$ cat config.mk
export PLATFORM = sky130hd
export DESIGN_NAME = ps2_host_tx
export DESIGN_NICKNAME = d
export VERILOG_FILES = /design/src/rtl/ps2_pkg.sv /design/src/rtl/ps2_line_filter.sv /design/src/rtl/ps2_host_tx.sv
export SDC_FILE = /design/constraint.sdc
export NUM_CORES = 1
export LEC_CHECK = 0
export ABC_AREA = 1
export CAP_MARGIN = 20
export CORE_MARGIN = 5
export CORE_UTILIZATION = 30
export CTS_BUF_LIST = sky130_fd_sc_hd__clkbuf_16
export CTS_CLUSTER_SIZE = 30
export DETAILED_ROUTE_END_ITERATION = 12
export DONT_BUFFER_PORTS = 1
export SLEW_MARGIN = 10
export SYNTH_ARGS = -nofsm -noshare
export SYNTH_HDL_FRONTEND = slang
export SYNTH_SLANG_ARGS = --single-unit
$ cat constraint.sdc
create_clock -name clk -period 2.5 [get_ports clk]
set_clock_uncertainty 0.1 [all_clocks]
set_input_delay 0.25 -clock clk [delete_from_list [all_inputs] [get_ports clk]]
set_output_delay 0.25 -clock clk [all_outputs]
set_load 0.005 [all_outputs]
$ cat src/rtl/ps2_pkg.sv
// rtl/ps2_pkg.sv - shared types and helpers for the PS/2 host transmitter
package ps2_pkg;

  typedef enum logic [2:0] {
    IDLE,
    INHIBIT,
    START,
    BITS,
    ACK,
    ACK_END,
    DONE,
    ERR
  } state_e;

  localparam int FRAME_BITS = 10;

  function automatic logic odd_parity(input logic [7:0] b);
    return ~^b;
  endfunction

endpackage

$ cat src/rtl/ps2_line_filter.sv
// rtl/ps2_line_filter.sv - 2-flop synchronizer plus stability counter for one PS/2 line
module ps2_line_filter #(
  parameter int FILTER_CYCLES = 19
) (
  input  logic clk,
  input  logic rst,
  input  logic line_i,
  output logic filt_o
);

  localparam int CW = $clog2(FILTER_CYCLES) + 1;

  logic          sync1_q;
  logic          sync2_q;
  logic          filt_q;
  logic [CW-1:0] cnt_q;

  // Idle PS/2 lines float high, so every stage resets to 1.
  always_ff @(posedge clk or posedge rst) begin
    if (rst) begin
      sync1_q <= 1'b1;
      sync2_q <= 1'b1;
      filt_q  <= 1'b1;
      cnt_q   <= '0;
    end else begin
      sync1_q <= line_i;
      sync2_q <= sync1_q;
      if (sync2_q == filt_q) begin
        cnt_q <= '0;
      end else if (cnt_q == CW'(FILTER_CYCLES - 1)) begin
        filt_q <= sync2_q;
        cnt_q  <= '0;
      end else begin
        cnt_q <= cnt_q + 1'b1;
      end
    end
  end

  assign filt_o = filt_q;

endmodule

$ cat src/rtl/ps2_host_tx.sv
// rtl/ps2_host_tx.sv - host-to-device PS/2 command byte transmitter
module ps2_host_tx
  import ps2_pkg::*;
#(
  parameter int INHIBIT_CYCLES = 5000,
  parameter int TIMEOUT_CYCLES = 1000000,
  parameter int FILTER_CYCLES  = 19
) (
  input  logic       clk,
  input  logic       rst,
  input  logic       wen,
  input  logic [7:0] wdata,
  output logic       busy,
  output logic       done,
  output logic       error,
  output logic       rx_inhibit,
  input  logic       ps2_clk_in,
  input  logic       ps2_data_in,
  output logic       ps2_clk_oe,
  output logic       ps2_data_oe
);

  localparam int IW = $clog2(INHIBIT_CYCLES) + 1;
  localparam int TW = $clog2(TIMEOUT_CYCLES) + 1;

  state_e                  state_q;
  logic [FRAME_BITS-1:0]   shift_q;
  logic [3:0]              bitcnt_q;
  logic [IW-1:0]           inh_cnt_q;
  logic [TW-1:0]           to_cnt_q;
  logic                    busy_q;
  logic                    done_q;
  logic                    error_q;
  logic                    clk_oe_q;
  logic                    data_oe_q;
  logic                    clk_prev_q;

  logic clk_f;
  logic data_f;
  logic fall;
  logic timed;
  logic tmo_hit;

  ps2_line_filter #(.FILTER_CYCLES(FILTER_CYCLES)) u_clk_filt (
    .clk    (clk),
    .rst    (rst),
    .line_i (ps2_clk_in),
    .filt_o (clk_f)
  );

  ps2_line_filter #(.FILTER_CYCLES(FILTER_CYCLES)) u_data_filt (
    .clk    (clk),
    .rst    (rst),
    .line_i (ps2_data_in),
    .filt_o (data_f)
  );

  assign fall    = clk_prev_q & ~clk_f;
  assign timed   = (state_q == START) || (state_q == BITS) ||
                   (state_q == ACK)   || (state_q == ACK_END);
  assign tmo_hit = (to_cnt_q == TW'(TIMEOUT_CYCLES - 1));

  always_ff @(posedge clk or posedge rst) begin
    if (rst) begin
      state_q    <= IDLE;
      shift_q    <= '0;
      bitcnt_q   <= '0;
      inh_cnt_q  <= '0;
      to_cnt_q   <= '0;
      busy_q     <= 1'b0;
      done_q     <= 1'b0;
      error_q    <= 1'b0;
      clk_oe_q   <= 1'b0;
      data_oe_q  <= 1'b0;
      clk_prev_q <= 1'b1;
    end else begin
      clk_prev_q <= clk_f;
      done_q     <= 1'b0;
      error_q    <= 1'b0;
      // Timeout wins over any falling edge seen in the same cycle.
      if (timed && tmo_hit) begin
        clk_oe_q  <= 1'b0;
        data_oe_q <= 1'b0;
        error_q   <= 1'b1;
        state_q   <= ERR;
      end else begin
        if (timed) to_cnt_q <= to_cnt_q + 1'b1;
        case (state_q)
          IDLE: begin
            if (wen) begin
              shift_q   <= {1'b1, odd_parity(wdata), wdata};
              inh_cnt_q <= '0;
              busy_q    <= 1'b1;
              clk_oe_q  <= 1'b1;
              state_q   <= INHIBIT;
            end
          end
          INHIBIT: begin
            inh_cnt_q <= inh_cnt_q + 1'b1;
            if (inh_cnt_q == IW'(INHIBIT_CYCLES - 2)) data_oe_q <= 1'b1;
            if (inh_cnt_q == IW'(INHIBIT_CYCLES - 1)) begin
              clk_oe_q <= 1'b0;
              to_cnt_q <= '0;
              state_q  <= START;
            end
          end
          START: begin
            if (fall) begin
              data_oe_q <= ~shift_q[0];
              shift_q   <= {1'b0, shift_q[FRAME_BITS-1:1]};
              bitcnt_q  <= 4'd1;
              state_q   <= BITS;
            end
          end
          BITS: begin
            if (fall) begin
              data_oe_q <= ~shift_q[0];
              shift_q   <= {1'b0, shift_q[FRAME_BITS-1:1]};
              bitcnt_q  <= bitcnt_q + 1'b1;
              if (bitcnt_q == 4'(FRAME_BITS - 1)) state_q <= ACK;
            end
          end
          ACK: begin
            if (fall) begin
              if (!data_f) begin
                state_q <= ACK_END;
              end else begin
                clk_oe_q  <= 1'b0;
                data_oe_q <= 1'b0;
                error_q   <= 1'b1;
                state_q   <= ERR;
              end
            end
          end
          ACK_END: begin
            if (clk_f && data_f) begin
              done_q  <= 1'b1;
              state_q <= DONE;
            end
          end
          DONE: begin
            busy_q  <= 1'b0;
            state_q <= IDLE;
          end
          ERR: begin
            busy_q    <= 1'b0;
            clk_oe_q  <= 1'b0;
            data_oe_q <= 1'b0;
            state_q   <= IDLE;
          end
          default: state_q <= IDLE;
        endcase
      end
    end
  end

  assign busy        = busy_q;
  assign rx_inhibit  = busy_q;
  assign done        = done_q;
  assign error       = error_q;
  assign ps2_clk_oe  = clk_oe_q;
  assign ps2_data_oe = data_oe_q;

endmodule

==> results by group, run 1 <==
Timing
  • Slew Limit Fails: 0
  • Final hold slack: 0.02495 ns
  • Max Fclk: 449.4 MHz
  • Fin crit period: 2.225 ns
  • Worst rel slew slack: 46.38%
  • RSZ-0062 raised after global routing: false
  • Final period utilization: 89.02%
  • Setup violations, final: 0
  • Slew @ Worst Pin: 0.8034 ns
  • Final Hold Viols: 0
  • TNS Setup: 0 ns

Layout
  • Nets: 614
  • Layout area overhead: 12.95%
  • FF/Latch Area: 1911 µm²
  • Area occupied by multi-input gates: 2171 µm²
  • Fillers: 1548
  • Layout cells sized above 1: 11.39%
  • Finished Cell Area: 5030 µm²
  • Final core utilization: 34.61%
  • Number of diodes: 0

Critical path
  • CP Capture Type: register
  • CP max FO: 15
  • CP required: 2.62 ns
  • Crit path largest cell delay: 0.43 ns
  • Crit path cell chain: ha_1 -> nand3_1 -> nor2_1 -> nand3_2 -> o21ai_4 -> inv_4 -> nand2_2 -> o21ai_0
  • Critical path type: register to register
  • Worst EP arrival: 2.34 ns
  • Worst path slowest cell: dfrtp_1
  • CP Launch Type: register

Global routing
  • First-pass GRT wire length: 16660 µm
  • Largest net degree at the start of global routing: 48
  • All-Layer GR Usage: 11.47%
  • GRT overflow: 0
  • Vias in the first global route: 3479
  • Initial antenna violation count: 0

Floorplanning
  • Core area: 14530 µm²
  • Die H: 131.8 µm
  • Die area: 17380 µm²
  • Initial Util: 30.64%
  • Die Wd: 131.8 µm
  • FP Rows: 44
  • I/O Pins: 19

Clocking
  • Clock-pin slew on the worst setup and hold paths: 0.06 ns
  • CTS tree: yes
  • Clk sinks: 76
  • PostCTS Resize Cnt: 0
  • H-Tree Level Count: 3
  • CTS Buf Count: 9
  • Root Buffer: clkbuf_16
  • Clock Latency Late Sink: 0.34 ns
  • CTS max path bufs: 2

Detailed routing
  • Antenna Nets Post-Route: 0
  • WL/cell: 12.01 µm
  • Post-Route WL: 9382 µm
  • Via-per-instance ratio: 4.706
  • Met1 wire length: 4641 µm
  • DR top layer: met4
  • Wire length on met2: 4034 µm
  • Via count: 3675
  • DRC viols: 0
  • Initial DRT Pass Iterations: 5
  • Routed wl met3: 561 µm
  • Starting DRT DRC Count: 253

Synthesis
  • Synthesis warning total: 0
  • Cells after Synth: 580
  • Synth cell count leaders: 131 x nand2_1, 79 x nor2_1, 69 x dfrtp_1, 68 x inv_1, 40 x nand3_1
  • Largest area contributor in the netlist: dfrtp_1
  • Top_reg_cell synth: dfrtp_1
  • #FFs+latches synth: 76
  • Post-synthesis async set-or-reset flop share: 100.0%
  • Mapped cell area: 4453 µm²
  • Area contributors post-synth: dfrtp_1 39%, nand2_1 11%, nor2_1 6.7%
  • Sequential fraction of the synthesis area: 42.91%
  • Synth unique cells: 40
  • Top-count cell post-synth: nand2_1
  • Syn_area_per_cell: 7.678 µm²
  • EDFF count, synth: 0
  • Yosys top cell area share: 38.77%
  • Net Count, Synth: 602

Power
  • Worst vdd ir: 654.8 µV
  • PwrDens: 955.8 nW/µm²
  • Tot Pwr: 0.004808 W
  • Leakage: 2.289 nW

Flow run
  • Number of max-cap violations: 0

Placement
  • Final GP Congestion: 0.8663
  • Post-DP HPWL: 6862 µm
  • Placed cell area: 4652 µm²
  • Port bufs: 0

Status
  • Result of the run: finished, final reports clean

Worst hold path
  • Hold Crit Class: input port to register
## cell families after synthesis
kind of cell,Yosys count,share of synthesized area (%)
AOI/OAI and AO/OA,69,9.216
xor gates and xnor gates,21,4.130
adders and majority gates,9,2.529
buffers and inverters,84,8.345
DFF,76,42.91
and+or+nand+nor,321,32.87
## worst max-delay path: cells and delay by family, from the launching register on
kind                       cells  cell delay, ns
buffers and inverters          1            0.12
and+or+nand+nor                4            0.79
AOI/OAI and AO/OA              2            0.36
adders and majority gates      1            0.30
DFF                            1            0.43
## worst paths after layout
kind	startpoint	to	slack, ns	cells after the start
min reg2reg	u_clk_filt.sync1_q$_DFF_PP1_	u_clk_filt.sync2_q$_DFF_PP1_	0.25	0
max reg2reg	to_cnt_q[0]$_DFFE_PP0N_	bitcnt_q[2]$_DFFE_PP0P_	0.27	8
max in group asynchronous	rst	u_clk_filt.filt_o$_DFFE_PP1P_	1.18	3
max	to_cnt_q[0]$_DFFE_PP0N_	bitcnt_q[2]$_DFFE_PP0P_	0.27	8
min	wdata[6]	shift_q[6]$_DFFE_PP0P_	0.02	2
min in group asynchronous	rst	u_clk_filt.cnt_q[0]$_DFF_PP0_	0.40	2
## state kept, by name (all words and copies together) (netlist names), 3 cells and up
register,flops
to_cnt_q,21
inh_cnt_q,14
shift_q,10
u_clk_filt.cnt_q,6
u_data_filt.cnt_q,6
bitcnt_q,4
state_q,3
## placed cells by master, fill, tap and decap left out, types with 2 or more instances in the layout
master         synthesis  layout
a21oi_1               22      22
buf_4                  1       7
bufinv_16              0       3
clkbuf_16              0       9
clkinv_2               0       2
dfrtp_1               69      69
dfstp_2                7       7
dlygate4sd3_1          0       3
ha_1                   9       9
inv_1                 68      67
inv_2                  3       3
inv_4                  3       3
nand2_1              131     131
nand2_2                7       7
nand3_1               40      40
nand3_2                4       4
nand3b_1               3       3
nand4_1               13      13
nor2_1                79      79
nor2_2                 4       4
nor2_4                 2       2
nor3_1                26      26
nor3b_1                2       2
nor4_1                 3       3
o211ai_1               4       4
o21a_1                 3       3
o21ai_0               27      27
o21ai_2                7       7
o31ai_1                2       2
or2_2                  3       3
xnor2_1                8       8
xor2_1                13      13
## stage by stage
stage / cells / setup WS [ns]
finish: 781 / 0.2746
global route: 781 / 0.04798
CTS: 780 / 0.2034
detailed placement: 761 / 0.2222
global placement: 761 / 0.3097
floorplan: 580 / 0.2233
## area by class of cell
type	instances	share of cell area (%)
Clock buffer	9	4.478
Timing Repair Buffer	10	1.642
Tap cell	184	4.577
Clock inverter	7	2.289
Sequential cell	76	37.99
Multi-Input combinational cell	420	43.16
Inverter	75	5.871
## per-layer routing
layer  track usage [%]  vias to the layer above
li1                  -                     1903
met5                 0                        -
met1             16.50                     1662
met2             16.39                       96
met3             3.092                       14
met4             4.400                        0
## where the power goes
| part | switching, W | internal, W | leakage, nW |
|---|---|---|---|
| Clock | 0.000519 | 0.000971 | 0.163 |
| Combinational | 0.00104 | 0.000556 | 1.15 |
| Sequential | 0.000241 | 0.00148 | 0.976 |
| Total | 0.00180 | 0.00300 | 2.29 |
## what timing repair did
action,in CTS,in global routing
setup endpoints to repair,0,4
setup buffers,0,1
hold buffers,3,0
hold endpoints to repair,40,0
Note: power is estimated with default switching activity, not from simulation.
==> inputs of run 2 (changes only) <==
--- a/config.mk
+++ b/config.mk
@@ -13,6 +13,7 @@
 export CTS_CLUSTER_SIZE = 30
 export DETAILED_ROUTE_END_ITERATION = 12
 export DONT_BUFFER_PORTS = 1
+export SETUP_SLACK_MARGIN = 0.3
 export SLEW_MARGIN = 10
 export SYNTH_ARGS = -nofsm -noshare
 export SYNTH_HDL_FRONTEND = slang
==> results by group, run 2 (synthesized netlist as in run 1, its figures left out) <==
Placement
  • Pre-CTS setup slack: 0.2249 ns
  • Port bufs: 0
  • Final GP Congestion: 0.8600
  • Post-DP HPWL: 6871 µm

Layout
  • Most frequent cells in the layout: 131 x nand2_1, 78 x nor2_1, 68 x inv_1, 68 x dfrtp_1, 39 x nand3_1
  • Top reg by flops: to_cnt_q
  • Number of diodes: 0
  • FF/Latch Area: 1912 µm²
  • Layout area overhead: 12.78%
  • Layout cells sized above 1: 11.26%
  • Final core utilization: 34.56%
  • Nets: 612
  • Commonest non-fill, non-tap cell in the layout: nand2_1
  • Fillers: 1534
  • Area occupied by multi-input gates: 2192 µm²
  • Max reg flops: 21
  • Largest registers: to_cnt_q (21), inh_cnt_q (14), shift_q (10)

Floorplanning
  • I/O Pins: 19
  • Die H: 131.8 µm
  • FP Rows: 44
  • Die Wd: 131.8 µm
  • Initial Util: 30.64%
  • Core area: 14530 µm²
  • Die area: 17380 µm²

Critical path
  • Crit path cell chain: ha_2 -> nand3_2 -> nor3_1 -> nand3_1 -> nand2_1 -> xor2_1 -> nor2_1
  • Worst path slowest cell: dfrtp_1
  • Crit path largest cell delay: 0.42 ns
  • Critical path type: register to register
  • CP Capture Type: register
  • Worst R2R Path Depth: 7
  • Buffers & Inverters on Critical Path: 0
  • CP required: 2.61 ns
  • FF-to-FF Start: to_cnt_q[0]$_DFFE_PP0N_
  • Worst EP arrival: 2.10 ns
  • CP Launch Type: register
  • Worst reg2reg endpoint: to_cnt_q[9]$_DFFE_PP0N_
  • Delay-heaviest family, CP: simple AND/OR/NAND/NOR gates
  • Flop2flop setup slack: 0.50 ns
  • CP max FO: 8

Clocking
  • CTS tree: yes
  • Clock Latency Late Sink: 0.34 ns
  • Root Buffer: clkbuf_16
  • CTS Buf Count: 9
  • H-Tree Level Count: 3
  • Clock-pin slew on the worst setup and hold paths: 0.06 ns
  • CTS max path bufs: 2
  • Clk sinks: 76

Power
  • Tot Pwr: 0.004681 W
  • Leakage: 2.266 nW
  • Worst vdd ir: 531.4 µV
  • PwrDens: 932.0 nW/µm²

Timing
  • Final period utilization: 79.91%
  • Final Hold Viols: 0
  • Final setup margin: 0.5023 ns
  • Max Fclk: 500.6 MHz
  • Slew @ Worst Pin: 0.6152 ns
  • Setup violations, final: 0
  • RSZ-0062 raised after global routing: false
  • Fin crit period: 1.998 ns
  • TNS Setup: 0 ns
  • Worst rel slew slack: 58.90%
  • Slew Limit Fails: 0

Global routing
  • Largest net degree at the start of global routing: 51
  • Vias in the first global route: 3548
  • First-pass GRT wire length: 16650 µm
  • Initial antenna violation count: 0
  • All-Layer GR Usage: 11.51%
  • GRT overflow: 0

Detailed routing
  • Via count: 3681
  • DRC viols: 0
  • Starting DRT DRC Count: 232
  • Antenna Nets Post-Route: 0
  • Initial DRT Pass Iterations: 5
  • Post-Route WL: 9589 µm
  • Routed wl met3: 536 µm
  • Met1 wire length: 4525 µm
  • Wire length on met2: 4385 µm
  • DR top layer: met4
  • WL/cell: 12.31 µm
  • Via-per-instance ratio: 4.725

Status
  • Result of the run: finished, final reports clean

Worst hold path
  • Min-Delay Path Depth: 2
  • Worst hold start: wdata[7]
  • Hold Crit Class: input port to register
  • Hold endpoint: shift_q[7]$_DFFE_PP0P_

Flow run
  • Number of max-cap violations: 0
## run 2: routing by layer
| layer | global-route usage, % | vias up |
|---|---|---|
| li1 | - | 1901 |
| met1 | 14.97 | 1685 |
| met2 | 18.20 | 82 |
| met3 | 3.817 | 13 |
| met4 | 3.543 | 0 |
| met5 | 0 | - |
## run 2: power by group
group | total [W] | switching [W] | internal (W) | leakage (nW)
clock | 0.00136 | 0.000500 | 0.000860 | 0.149
combinational | 0.00160 | 0.00105 | 0.000552 | 1.14
sequential | 0.00172 | 0.000246 | 0.00148 | 0.974
total | 0.00468 | 0.00179 | 0.00289 | 2.27
## run 2: final cells by class
type | count | area share (%)
well taps | 184 | 4.584
flip-flops and latches | 76 | 38.07
inverters | 75 | 5.929
clock inverters | 7 | 1.644
repair buffers | 8 | 1.644
multi-input cells | 420 | 43.65
clock buffers | 9 | 4.484
## run 2: through the flow
step / instance area (µm²) / hold slack, ns / instances
after floorplan: 4457 / 0.1545 / 580
final: 5022 / 0.01866 / 779
after CTS: 5007 / 0.007999 / 779
after global routing: 5022 / 0.01181 / 779
after detailed placement: 4644 / 0.1342 / 758
after global placement: 4644 / 0.1250 / 758
## run 2: what timing repair did
item	in CTS	in global routing
hold buffers	4	0
buffers inserted	1	0
endpoints found under the hold margin	29	0
pin swaps	1	1
gates resized for setup	1	5
setup endpoints to repair	4	12
## run 2: worst max path at each step
stage / start / end / slack (ns) / cells after the start
after floorplan: to_cnt_q[0]$_DFFE_PP0N_ / shift_q[0]$_DFFE_PP0P_ / 0.68 / 9
after global placement: to_cnt_q[0]$_DFFE_PP0N_ / bitcnt_q[3]$_DFFE_PP0P_ / 0.32 / 8
after global routing: to_cnt_q[0]$_DFFE_PP0N_ / bitcnt_q[3]$_DFFE_PP0P_ / 0.36 / 9
after CTS: to_cnt_q[0]$_DFFE_PP0N_ / bitcnt_q[3]$_DFFE_PP0P_ / 0.35 / 8
after detailed placement: to_cnt_q[0]$_DFFE_PP0N_ / bitcnt_q[3]$_DFFE_PP0P_ / 0.22 / 8
final: to_cnt_q[0]$_DFFE_PP0N_ / to_cnt_q[9]$_DFFE_PP0N_ / 0.50 / 7
==> inputs of run 3 (changes only) <==
==> constraint.sdc (replaced) <==
create_clock -name clk -period 2 [get_ports clk]
set_clock_uncertainty 0.1 [all_clocks]
set_input_delay 0.2 -clock clk [delete_from_list [all_inputs] [get_ports clk]]
set_output_delay 0.2 -clock clk [all_outputs]
set_load 0.005 [all_outputs]
==> results by group, run 3 (synthesized netlist as in run 1, its figures left out) <==
Worst hold path
  • Hold Crit Class: input port to register
  • Worst hold start: wdata[2]
  • Min-Delay Path Depth: 4
  • Hold endpoint: shift_q[2]$_DFFE_PP0P_

Critical path
  • Flop2flop setup slack: 0.23 ns
  • Worst EP arrival: 1.90 ns
  • Buffers & Inverters on Critical Path: 1
  • Critical path type: register to register
  • Worst path slowest cell: dfrtp_1
  • CP Capture Type: register
  • CP required: 2.13 ns
  • Worst path depth: 9
  • FF-to-FF Start: to_cnt_q[1]$_DFFE_PP0N_
  • Crit path cell chain: ha_4 -> nand3_4 -> nor3_1 -> nand3_2 -> buf_4 -> nand4_1 -> nand2_1 -> nand2_1 -> nand2_1
  • CP Launch Type: register
  • CP max FO: 5
  • Cell mode on critical path: nand2_1
  • Worst R2R Path Depth: 9
  • Worst reg2reg endpoint: ps2_clk_oe$_DFFE_PP0P_
  • Crit path largest cell delay: 0.39 ns
  • Delay-heaviest family, CP: simple AND/OR/NAND/NOR gates

Layout
  • Final core utilization: 39.25%
  • Nets: 671
  • Commonest non-fill, non-tap cell in the layout: nand2_1
  • Most frequent cells in the layout: 124 x nand2_1, 66 x nor2_1, 65 x dfrtp_1
  • Area occupied by multi-input gates: 2401 µm²
  • Max reg flops: 21
  • Largest registers: to_cnt_q (21), inh_cnt_q (14), shift_q (10)
  • Layout cells sized above 1: 24.77%
  • FF/Latch Area: 1916 µm²
  • Layout area overhead: 28.10%
  • Top reg by flops: to_cnt_q
  • Number of diodes: 0
  • Fillers: 1462

Clocking
  • H-Tree Level Count: 3
  • Clk sinks: 76
  • Clock-pin slew on the worst setup and hold paths: 0.06 ns
  • CTS tree: yes
  • Root Buffer: clkbuf_16
  • CTS Buf Count: 9
  • CTS max path bufs: 2
  • Clock Latency Late Sink: 0.34 ns

Detailed routing
  • Via count: 4101
  • Post-Route WL: 11200 µm
  • DRC viols: 0
  • Starting DRT DRC Count: 258
  • WL/cell: 13.36 µm
  • Via-per-instance ratio: 4.894
  • Initial DRT Pass Iterations: 5
  • Antenna Nets Post-Route: 0

Floorplanning
  • Die Wd: 131.8 µm
  • I/O Pins: 19
  • Die area: 17380 µm²
  • Die H: 131.8 µm
  • Initial Util: 30.64%
  • FP Rows: 44
  • Core area: 14530 µm²

Power
  • Sequential Power Share: 31.4%
  • Clock network power share: 26.0%
  • Gate power share: 42.6%
  • Leakage: 2.606 nW
  • Worst vdd ir: 748.3 µV
  • PwrDens: 1185 nW/µm²
  • Internal power: 0.004124 W
  • Sw Ratio: 38.99%
  • P_sw: 0.002635 W

Flow run
  • Number of max-cap violations: 0

Timing
  • Final period utilization: 88.31%
  • Fin crit period: 1.766 ns
  • RSZ-0062 raised after global routing: true
  • TNS Setup: 0 ns
  • Worst rel slew slack: 57.95%
  • Slew Limit Fails: 0
  • Final Hold Viols: 0
  • Slew @ Worst Pin: 0.6294 ns
  • Max Fclk: 566.2 MHz
  • Final hold slack: 0.01088 ns
  • Setup violations, final: 0

Global routing
  • Vias in the first global route: 3913
  • All-Layer GR Usage: 12.52%
  • GRT overflow: 0
  • Initial antenna violation count: 0
  • Largest net degree at the start of global routing: 34
  • First-pass GRT wire length: 18290 µm

Placement
  • Final GP Congestion: 0.8940
  • Port bufs: 0
  • Post-DP HPWL: 7412 µm

Status
  • Result of the run: finished, final reports clean
## run 3: area by class of cell
cell class,count,area share (%)
flip-flops and latches,76,33.58
multi-input cells,422,42.09
well taps,184,4.036
clock inverters,7,1.623
repair buffers,64,9.344
inverters,75,5.308
clock buffers,9,3.948
repair inverters,1,0.06580
## run 3: worst reg2reg max path: cells and delay by family, from the launching register on
kind	cells	cell delay, ns
adder cells (fa/ha/maj)	1	0.17
buffers and inverters	1	0.20
flip-flops	1	0.39
AND/OR/NAND/NOR	7	0.81
## run 3: how the worst max path moves through the flow
stage | startpoint | end | slack (ns)
after floorplan | to_cnt_q[0]$_DFFE_PP0N_ | state_q[0]$_DFFE_PP0P_ | 0.31
after global placement | state_q[2]$_DFFE_PP0P_ | inh_cnt_q[11]$_DFFE_PP0P_ | 0.1
after detailed placement | to_cnt_q[1]$_DFFE_PP0N_ | bitcnt_q[1]$_DFFE_PP0P_ | 0.03
after CTS | to_cnt_q[0]$_DFFE_PP0N_ | ps2_clk_oe$_DFFE_PP0P_ | 0.26
after global routing | to_cnt_q[14]$_DFFE_PP0N_ | state_q[2]$_DFFE_PP0P_ | 0.16
final | to_cnt_q[1]$_DFFE_PP0N_ | ps2_clk_oe$_DFFE_PP0P_ | 0.23
## run 3: metal layers
| layer | GRT usage (%) | routed length, µm | share of wire, % | up-vias |
|---|---|---|---|---|
| met2 | 21.05 | 5474 | 49 | 121 |
| li1 | - | - | - | 2021 |
| met4 | 3.429 | 237 | 2.1 | 0 |
| met3 | 3.740 | 575 | 5.1 | 26 |
| met1 | 15.68 | 4909 | 44 | 1933 |
| met5 | 0 | 0 | 0 | - |
## run 3: through the flow
| step | area, µm² | total power [W] | cells | worst slack, ns |
|---|---|---|---|---|
| floorplan | 4488 | 0.003877 | 580 | 0.3125 |
| global placement | 4807 | 0.004261 | 776 | 0.09963 |
| detailed placement | 4807 | 0.004324 | 776 | 0.02718 |
| CTS | 5433 | 0.006474 | 821 | 0.2631 |
| global route | 5704 | 0.007212 | 838 | 0.1597 |
| finish | 5704 | 0.006759 | 838 | 0.2338 |
## run 3: power by group through the flow
stage	Combinational, W	Sequential (W)	Clock (W)
3_3_place_gp	0.00210	0.00216	0
6_report	0.00288	0.00212	0.00176
5_1_grt	0.00320	0.00216	0.00185
3_5_place_dp	0.00215	0.00217	0
2_1_floorplan	0.00181	0.00207	0
4_1_cts	0.00256	0.00212	0.00179
## run 3: timing repair
item	CTS	global route
gates cloned	2	1
pin swaps	6	17
setup endpoints to repair	45	39
setup buffers	19	16
hold endpoints to repair	28	0
hold buffers	8	0
gates resized for setup	21	43
